**src/rtl/fetch_pkg.sv**
```systemverilog
// ----------------------------------------------------------------------------
// fetch_pkg
// Shared definitions for the instruction fetch sequencer:
//   - FSM state encoding (IDLE, FETCH_LO, FETCH_HI, DONE)
//   - default program-counter width
//   - default memory-wait timeout in cycles
// ----------------------------------------------------------------------------
package fetch_pkg;

    localparam int PC_WIDTH_DEF = 16;
    localparam int TIMEOUT_DEF  = 15;

    typedef logic [1:0] fetch_state_t;

    localparam logic [1:0] ST_IDLE     = 2'd0;
    localparam logic [1:0] ST_FETCH_LO = 2'd1;
    localparam logic [1:0] ST_FETCH_HI = 2'd2;
    localparam logic [1:0] ST_DONE     = 2'd3;

endpackage

```
**src/rtl/fetch_watchdog.sv**
```systemverilog
// ----------------------------------------------------------------------------
// fetch_watchdog
// Counts the cycles a fetch spends waiting for memory and flags the cycle in
// which the wait count reaches TIMEOUT, so the sequencer can abandon the
// fetch on that clock edge.
//
// Ports:
//   Clock    in   system clock
//   Reset    in   synchronous active-high reset
//   Clear    in   zero the count (sequencer not waiting in a fetch state)
//   Waiting  in   sequencer is in a fetch state with MemReady low
//   Expired  out  this waiting cycle is the TIMEOUT-th one
// ----------------------------------------------------------------------------
module fetch_watchdog
    import fetch_pkg::*;
#(
    parameter int TIMEOUT = TIMEOUT_DEF
) (
    input  logic Clock,
    input  logic Reset,
    input  logic Clear,
    input  logic Waiting,
    output logic Expired
);

    localparam int CW = $clog2(TIMEOUT + 1);

    logic [CW-1:0] count;

    always_ff @(posedge Clock) begin
        if (Reset || Clear)
            count <= '0;
        else if (Waiting)
            count <= count + 1'b1;
    end

    // The count holds the number of wait cycles already elapsed; the current
    // cycle is the TIMEOUT-th when TIMEOUT-1 have gone before it.
    assign Expired = Waiting && (count == CW'(TIMEOUT - 1));

endmodule

```
**src/rtl/instruction_fetch_sequencer.sv**
```systemverilog
// ----------------------------------------------------------------------------
// instruction_fetch_sequencer
// Fetches one 16-bit instruction as two byte reads (low byte at PC, high byte
// at PC+1), strobing each byte into the instruction register and advancing
// the PC modulo 2^PC_WIDTH.
//
// Optional feature: define FETCH_TIMEOUT_EN to abandon a fetch after TIMEOUT
// cycles without MemReady (Error pulse, PC restored to its value at Start).
// Without it the sequencer waits indefinitely and Error is tied low.
//
// Ports:
//   Clock     in   system clock
//   Reset     in   synchronous active-high reset
//   Start     in   request one instruction fetch (IDLE only)
//   PCLoad    in   load PC from PCIn (IDLE only, wins over Start)
//   PCIn      in   new PC value
//   MemData   in   byte returned by memory
//   MemReady  in   MemData valid this cycle
//   MemRead   out  memory read request
//   MemAddr   out  read address
//   IRData    out  byte for the instruction register
//   IRWrite   out  instruction-register write strobe
//   IRLH      out  half select (0 = [7:0], 1 = [15:8])
//   PCOut     out  current PC
//   Busy      out  fetch in progress
//   Done      out  one-cycle fetch-complete pulse
//   Error     out  one-cycle timeout pulse
//
// Timing: Start in cycle 1, FETCH_LO in cycle 2, FETCH_HI in cycle 3, Done in
// cycle 4 when MemReady is held high. Each IRWrite strobe appears in the
// cycle after its byte was accepted.
// ----------------------------------------------------------------------------
module instruction_fetch_sequencer
    import fetch_pkg::*;
#(
    parameter int PC_WIDTH = PC_WIDTH_DEF,
    parameter int TIMEOUT  = TIMEOUT_DEF
) (
    input  logic                Clock,
    input  logic                Reset,
    input  logic                Start,
    input  logic                PCLoad,
    input  logic [PC_WIDTH-1:0] PCIn,
    input  logic [7:0]          MemData,
    input  logic                MemReady,
    output logic                MemRead,
    output logic [PC_WIDTH-1:0] MemAddr,
    output logic [7:0]          IRData,
    output logic                IRWrite,
    output logic                IRLH,
    output logic [PC_WIDTH-1:0] PCOut,
    output logic                Busy,
    output logic                Done,
    output logic                Error
);

    fetch_state_t        state;
    logic [PC_WIDTH-1:0] pc;
    logic [7:0]          ir_data;
    logic                ir_write;
    logic                ir_lh;
    logic                fetching;
    logic                timeout_hit;
    logic [PC_WIDTH-1:0] restore_pc;

    assign fetching = (state == ST_FETCH_LO) || (state == ST_FETCH_HI);

    // Bus-side outputs decode straight from state so they are already low in
    // the first cycle after Reset or after the fetch ends.
    assign MemRead = fetching;
    assign MemAddr = fetching ? pc : '0;
    assign Busy    = fetching;
    assign Done    = (state == ST_DONE);
    assign PCOut   = pc;
    assign IRData  = ir_data;
    assign IRWrite = ir_write;
    assign IRLH    = ir_lh;

`ifdef FETCH_TIMEOUT_EN
    logic [PC_WIDTH-1:0] start_pc;
    logic                error_q;

    // Count restarts whenever we are not waiting in a fetch state, which
    // includes the byte-accept cycle, so it is zero on entry to either half.
    fetch_watchdog #(
        .TIMEOUT (TIMEOUT)
    ) u_watchdog (
        .Clock   (Clock),
        .Reset   (Reset),
        .Clear   (!fetching || MemReady),
        .Waiting (fetching && !MemReady),
        .Expired (timeout_hit)
    );

    // Snapshot of the PC at Start; a timed-out fetch rolls back to it even
    // if the low byte had already advanced the PC.
    always_ff @(posedge Clock) begin
        if (Reset)
            start_pc <= '0;
        else if (state == ST_IDLE && Start && !PCLoad)
            start_pc <= pc;
    end

    always_ff @(posedge Clock) begin
        if (Reset)
            error_q <= 1'b0;
        else
            error_q <= timeout_hit;
    end

    assign restore_pc = start_pc;
    assign Error      = error_q;
`else
    assign timeout_hit = 1'b0;
    assign restore_pc  = pc;
    assign Error       = 1'b0;
`endif

    always_ff @(posedge Clock) begin
        if (Reset) begin
            state    <= ST_IDLE;
            pc       <= '0;
            ir_data  <= '0;
            ir_write <= 1'b0;
            ir_lh    <= 1'b0;
        end else begin
            ir_write <= 1'b0;
            case (state)
                ST_IDLE: begin
                    if (PCLoad)
                        pc <= PCIn;
                    else if (Start)
                        state <= ST_FETCH_LO;
                end
                ST_FETCH_LO, ST_FETCH_HI: begin
                    if (MemReady) begin
                        ir_data  <= MemData;
                        ir_write <= 1'b1;
                        ir_lh    <= (state == ST_FETCH_HI);
                        pc       <= pc + 1'b1;
                        state    <= (state == ST_FETCH_HI) ? ST_DONE : ST_FETCH_HI;
                    end else if (timeout_hit) begin
                        pc    <= restore_pc;
                        state <= ST_IDLE;
                    end
                end
                ST_DONE: state <= ST_IDLE;
                default: state <= ST_IDLE;
            endcase
        end
    end

endmodule

```
**config.mk**
```make
export PLATFORM = sky130hd
export DESIGN_NAME = instruction_fetch_sequencer
export DESIGN_NICKNAME = d
export VERILOG_FILES = /design/src/rtl/fetch_pkg.sv /design/src/rtl/fetch_watchdog.sv /design/src/rtl/instruction_fetch_sequencer.sv
export SDC_FILE = /design/constraint.sdc
export NUM_CORES = 1
export LEC_CHECK = 0
export BUFFER_PORTS_ARGS = -buffer_cell sky130_fd_sc_hd__buf_2
export CORE_ASPECT_RATIO = 0.9
export CORE_MARGIN = 2
export CORE_UTILIZATION = 46
export CTS_CLUSTER_DIAMETER = 100
export DETAILED_ROUTE_END_ITERATION = 10
export GPL_ROUTABILITY_DRIVEN = 0
export HOLD_SLACK_MARGIN = 0.06
export PLACE_DENSITY = 0.81
export SLEW_MARGIN = 20
export SYNTH_ARGS = -nofsm -noshare
export SYNTH_HDL_FRONTEND = slang
export SYNTH_SLANG_ARGS = --single-unit
```
**constraint.sdc**
```tcl
create_clock -name Clock -period 2.84 [get_ports Clock]
set_input_delay 0.284 -clock Clock [delete_from_list [all_inputs] [get_ports Clock]]
set_output_delay 0.284 -clock Clock [all_outputs]
set_load 0.05 [all_outputs]
```
### After elaboration in Yosys (flattened, before gate mapping)

Cells that the tools add are included.

| storage, ports and cells | value |
|---|---|
| output and inout bits | 46 |
| logic and storage cells | 32 |
| input bits | 29 |
| bits in registers | 28 |

| cells by class | value |
|---|---|
| reductions and logical operators | 8 |
| equal/unequal tests | 7 |
| mux-type cells | 10 |
| add/subtract/negate cells | 1 |
| bitwise operators | 1 |

Operators by type and width:

| operator | number |
|---|---|
| 2-to-1 mux 16 bit | 3 |
| case mux 16 bit (2 select lines) | 1 |
| adder 16 x 1 -> 16 bit, second input constant | 1 |
| != test 2 bit, second input constant | 4 |
| 2-to-1 mux 2 bit | 3 |
| case mux 2 bit (3 select lines) | 1 |
| AND reduction 3 bit | 2 |
| == test 2 bit, second input constant | 2 |
| OR reduction 2 bit | 2 |
| == test 2 x 1 -> 1 bit, second input constant | 1 |
| zero test 2 bit | 1 |
| 2-to-1 mux 1 bit | 2 |
| AND reduction 2 bit | 1 |
| nonzero test 2 bit | 1 |
| logical OR 1 bit | 1 |
| inverter 1 bit | 1 |

### Logic depth before layout (Yosys ltp)

| depth | value |
|---|---|
| depth after elaboration | 4 |
| mapped depth | 8 |
| depth with buffers taken out | 7 |

### Least setup slack after synthesis

No wires, ideal clock.

| timing | value |
|---|---|
| path type | register to output |
| start | reg state[1] |
| end | out MemAddr[0] |
| data arrival time | 2253 ps |
| path buffers | 3 |
| data required time | 2556 ps |
| path slack | 303 ps |
| cell stages (with the launch flop) | 7 |
| cell sequence | dfxtp_1 -> inv_1 -> ha_1 -> clkbuf_1 -> clkbuf_1 -> clkbuf_1 -> and2_1 |

| on the way | value |
|---|---|
| word-level cells in the longest chain between the ends | 3 |
| elaborated cells between the ends (all ways) | 4 |
| those cells by class | 2 x eq/ne; 1 x mux; 1 x reduce/logical |

RTL lines:

| item | RTL line | RTL |
|---|---|---|
| from (decl) | instruction_fetch_sequencer.sv:57 | `fetch_state_t state;` |
| from (signal assigned) | instruction_fetch_sequencer.sv:141 | `state <= (state == ST_FETCH_HI) ? ST_DONE : ST_FETCH_HI;` |
| == test 2 x 1 -> 1 bit or == test 2 bit (tied branches) | instruction_fetch_sequencer.sv:66 | `assign fetching = (state == ST_FETCH_LO) \|\| (state == ST_FETCH_HI);` |
| logical OR 1 bit * | instruction_fetch_sequencer.sv:66 |  |
| net Busy | instruction_fetch_sequencer.sv:52 | `output logic Busy,` |
| 2-to-1 mux 16 bit * | instruction_fetch_sequencer.sv:71 | `assign MemAddr = fetching ? pc : '0;` |
| to (decl) | instruction_fetch_sequencer.sv:47 | `output logic [PC_WIDTH-1:0] MemAddr,` |

Mark *: on every way through the listed nets, which the timed path passes. The rest lies on a longest branch.

### Final worst setup path

| timing | value |
|---|---|
| start | reg state[0] |
| end | reg pc[8], in the netlist PCOut[8] |

| on the way | value |
|---|---|
| word-level cells in the longest chain between the ends | 4 |
| elaborated cells between the ends (all ways) | 9 |
| those cells by class | 4 x eq/ne; 1 x mux; 4 x reduce/logical |

RTL lines:

| item | RTL line | RTL |
|---|---|---|
| == test 2 x 1 -> 1 bit or == test 2 bit (tied branches) | instruction_fetch_sequencer.sv:128 | `case (state)` |
| OR reduction 2 bit | instruction_fetch_sequencer.sv:128 |  |
| != test 2 bit (no line) or nonzero test 2 bit (tied branches) | -- |  |
| AND reduction 3 bit (no line) | -- |  |
| to (signal assigned) | instruction_fetch_sequencer.sv:131 | `pc <= PCIn;` |
| to (signal assigned) | instruction_fetch_sequencer.sv:140 | `pc <= pc + 1'b1;` |
| to (signal assigned) | instruction_fetch_sequencer.sv:143 | `pc <= restore_pc;` |
| to (decl) | instruction_fetch_sequencer.sv:58 | `logic [PC_WIDTH-1:0] pc;` |

Parallel ways exist; a longest one is shown, timed or not.
A chain may end at the register's enable or synchronous reset.

==> results.md <==
* Worst-Skew Late Latency at ~0.28 ns
* Post-Syn Area per Cell at between 7 and 8 µm²
* #FFs+latches synth at 28
* Worst Hold Class: in -> reg
* Port Buffers at between 70 and 80
* Core ar. at 3380 µm²
* 1st-iter DRT viols at 94
* Final setup fails at 0
* Leading post-synthesis cells by cell area: dfxtp_1 (34%), a21oi_1 (8.6%), and2_1 (6.1%), nand2_1 (5.7%), o21ai_0 (3.4%)
* Worst hold path depth at 3
* Startpoint types: flip-flop
* Hold Violations, Final at 0
* Vert. Die Dim at roughly 60 µm
* WL/cell at 12.8 µm
* Setup TNS at 0 ns
* CTS tree: yes
* Post-CTS setup buffer count at 0
* CTS resizes at 0
* Post-DRT Antenna Nets at 0
* Final min period at roughly 2.3 ns
* Initial Utilization at around 48%
* Reg2reg path depth at 8
* Layout cells sized above 1 at between 30% and 40%
* Count of flip-flops with a built-in enable after synthesis at 0
* Clk pin slew, worst setup/hold paths at around 0.090 ns
* Detailed Routing Iterations Pass 1 at 4
* Final Cycle Share at about four fifths
* RSZ-0062 raised after global routing: no
* Setup CP Type: reg -> reg
* Register area share after synthesis at 34.3%
* Netlist cell types at 38
* Ports at 75
* Worst-Margin Slew at approximately 0.54 ns
* ANT cells at 0
* Die area at roughly 4000 µm²
* Max-slew violations at 0
* Die width at around 67 µm
* Dpl ws at between 0.5 and 0.6 ns
* Primary FF master, synth: dfxtp_1
* Cell taking the most area after synthesis: dfxtp_1
* Fraction of registers with async set or reset after synthesis at 0%
* Antenna violations before repair at 0
* Area Overhead vs Synth at 26.3%
* Synthesized Nets at around 250
* Final wirelength at 4150 µm
* Largest net degree at the start of global routing at 31
* Fmax achieved at between 400 and 500 MHz
* Power Density at roughly 1200 nW/µm²
* Vias/cell at ~5.4
* Max-slew headroom at 64.2%
* Maximum vdd drop at 1060 µV
* Vias at 1,739
* First-pass GRT wire length at around 6700 µm
* Max Buffers Root-to-Sink at 2
* GRT Util Overall at a little over a fifth
* Nets at approximately 310
* Yosys warnings at 0
* Min setup slack post-route at between 0.5 and 0.6 ns
* Required time worst endpoint at between 3 and 4 ns
* Maxcap violations at 0
* Drt drc at 0
* Root buffer cell: clkbuf_8
* CTS buffer count at 3
* Mapped Area at roughly 1600 µm²
* Cells after Synth at 213
* Clock Skew at ~0.0063 ns
* WP data arrival at ~2.5 ns
* Vias in the first global route at approximately 1,500
* Hold_buf cts at 0
* H-Tree Depth at 1
* CTS sink cnt at 28
* Row Count at 20
* Status: complete, no violations
* Commonest cells post-synth: a21oi_1 (28), dfxtp_1 (28), nand2_1 (25)
* Critical Path Sink Type: flip-flop
* Leak Pwr at a little under 1 nW
* Worst-path fanout max at 16
* Grt total ovfl at 0
* HPWL Detailed at roughly 3100 µm
* Synth top area share at between 30% and 40%
metal layers:
metal	global-route usage, %	vias up	part of all wire, %
met5	0	-	0
met4	8.16	0	1.6
met3	3.34	7	6.1
met2	34.6	57	44
met1	29.2	788	48
li1	-	887	-
cell type report:
type	instances	area [µm²]
multi-input cells	159	957
fillers	338	1310
repair buffers	77	395
well taps	44	55.1
clock buffers	4	55.1
inverters	11	41.3
flip-flops and latches	28	561
stage by stage:
| step | cell area [µm²] | cells | hold slack [ns] | util, % | total power (W) |
|---|---|---|---|---|---|
| 6_report | 2060 | 323 | 0.234 | 61.1 | 0.00250 |
| 4_1_cts | 2060 | 323 | 0.239 | 61.1 | 0.00250 |
| 2_1_floorplan | 1630 | 213 | 0.420 | - | 0.00193 |
| 3_5_place_dp | 2010 | 319 | 0.443 | 59.5 | 0.00226 |
| 3_3_place_gp | 2010 | 319 | 0.440 | 59.5 | 0.00223 |
| 5_1_grt | 2060 | 323 | 0.229 | 61.1 | 0.00267 |
path summary, 6_finish.rpt:
check	start	end	slack (ns)
worst min-delay path	MemData[4]	IRData[4]$_SDFFE_PP0P_	0.23
worst max register to register	state[0]$_SDFFE_PP0P_	PCOut[8]$_SDFFE_PP0P_	0.57
worst min register to register	IRData[6]$_SDFFE_PP0P_	IRData[6]$_SDFFE_PP0P_	0.46
worst max-delay path	state[0]$_SDFFE_PP0P_	PCOut[8]$_SDFFE_PP0P_	0.57
cell families (layout without fill, tap and decap cells):
| logic type | Yosys count | after routing | synth area share (%) |
|---|---|---|---|
| other cells | 1 | 1 | 0.229 |
| mux | 4 | 4 | 2.45 |
| flops | 28 | 28 | 34.3 |
| buf+inv | 26 | 92 | 7.12 |
| fa+ha+maj | 4 | 4 | 3.06 |
| simple gates | 88 | 88 | 29.0 |
| compound gates | 62 | 62 | 23.8 |
where the power goes:
part           internal (W)  switching [W]
sequential         0.000513       0.000167
clock              0.000124       0.000121
combinational      0.000440        0.00114
worst max-delay path, stage by stage (launching register included):
cell and delay, ns:
dfxtp_1 0.37, inv_1 0.07, ha_1 0.30, buf_4 0.19, nor2b_1 0.17, or3_1 0.55
nor4_1 0.29, o21ai_0 0.11, a21oi_1 0.14
cell usage in the layout, fill, tap and decap left out, types with 2 or more instances in the layout:
cell,Yosys,final
buf_4,2,4
and3_1,5,5
nand2b_1,7,7
o22ai_1,2,2
nor2_1,9,9
and2_1,16,16
a211oi_1,3,3
o21a_1,3,3
clkbuf_8,0,4
buf_2,3,73
a22oi_1,3,3
nor4_1,2,2
ha_1,4,4
o21ai_0,11,11
mux2i_1,4,4
o32ai_1,5,5
nand2_1,25,25
nand3_1,9,9
a311oi_1,4,4
dfxtp_1,28,28
a21oi_1,28,28
inv_1,11,11
nor3_1,6,6
flip-flops by register name, indices dropped and copies added, names as in the netlist:
signal,flops
PCOut,16
IRData,8
state,2
IRLH,1
IRWrite,1
Note: power is estimated with default switching activity, not from simulation.
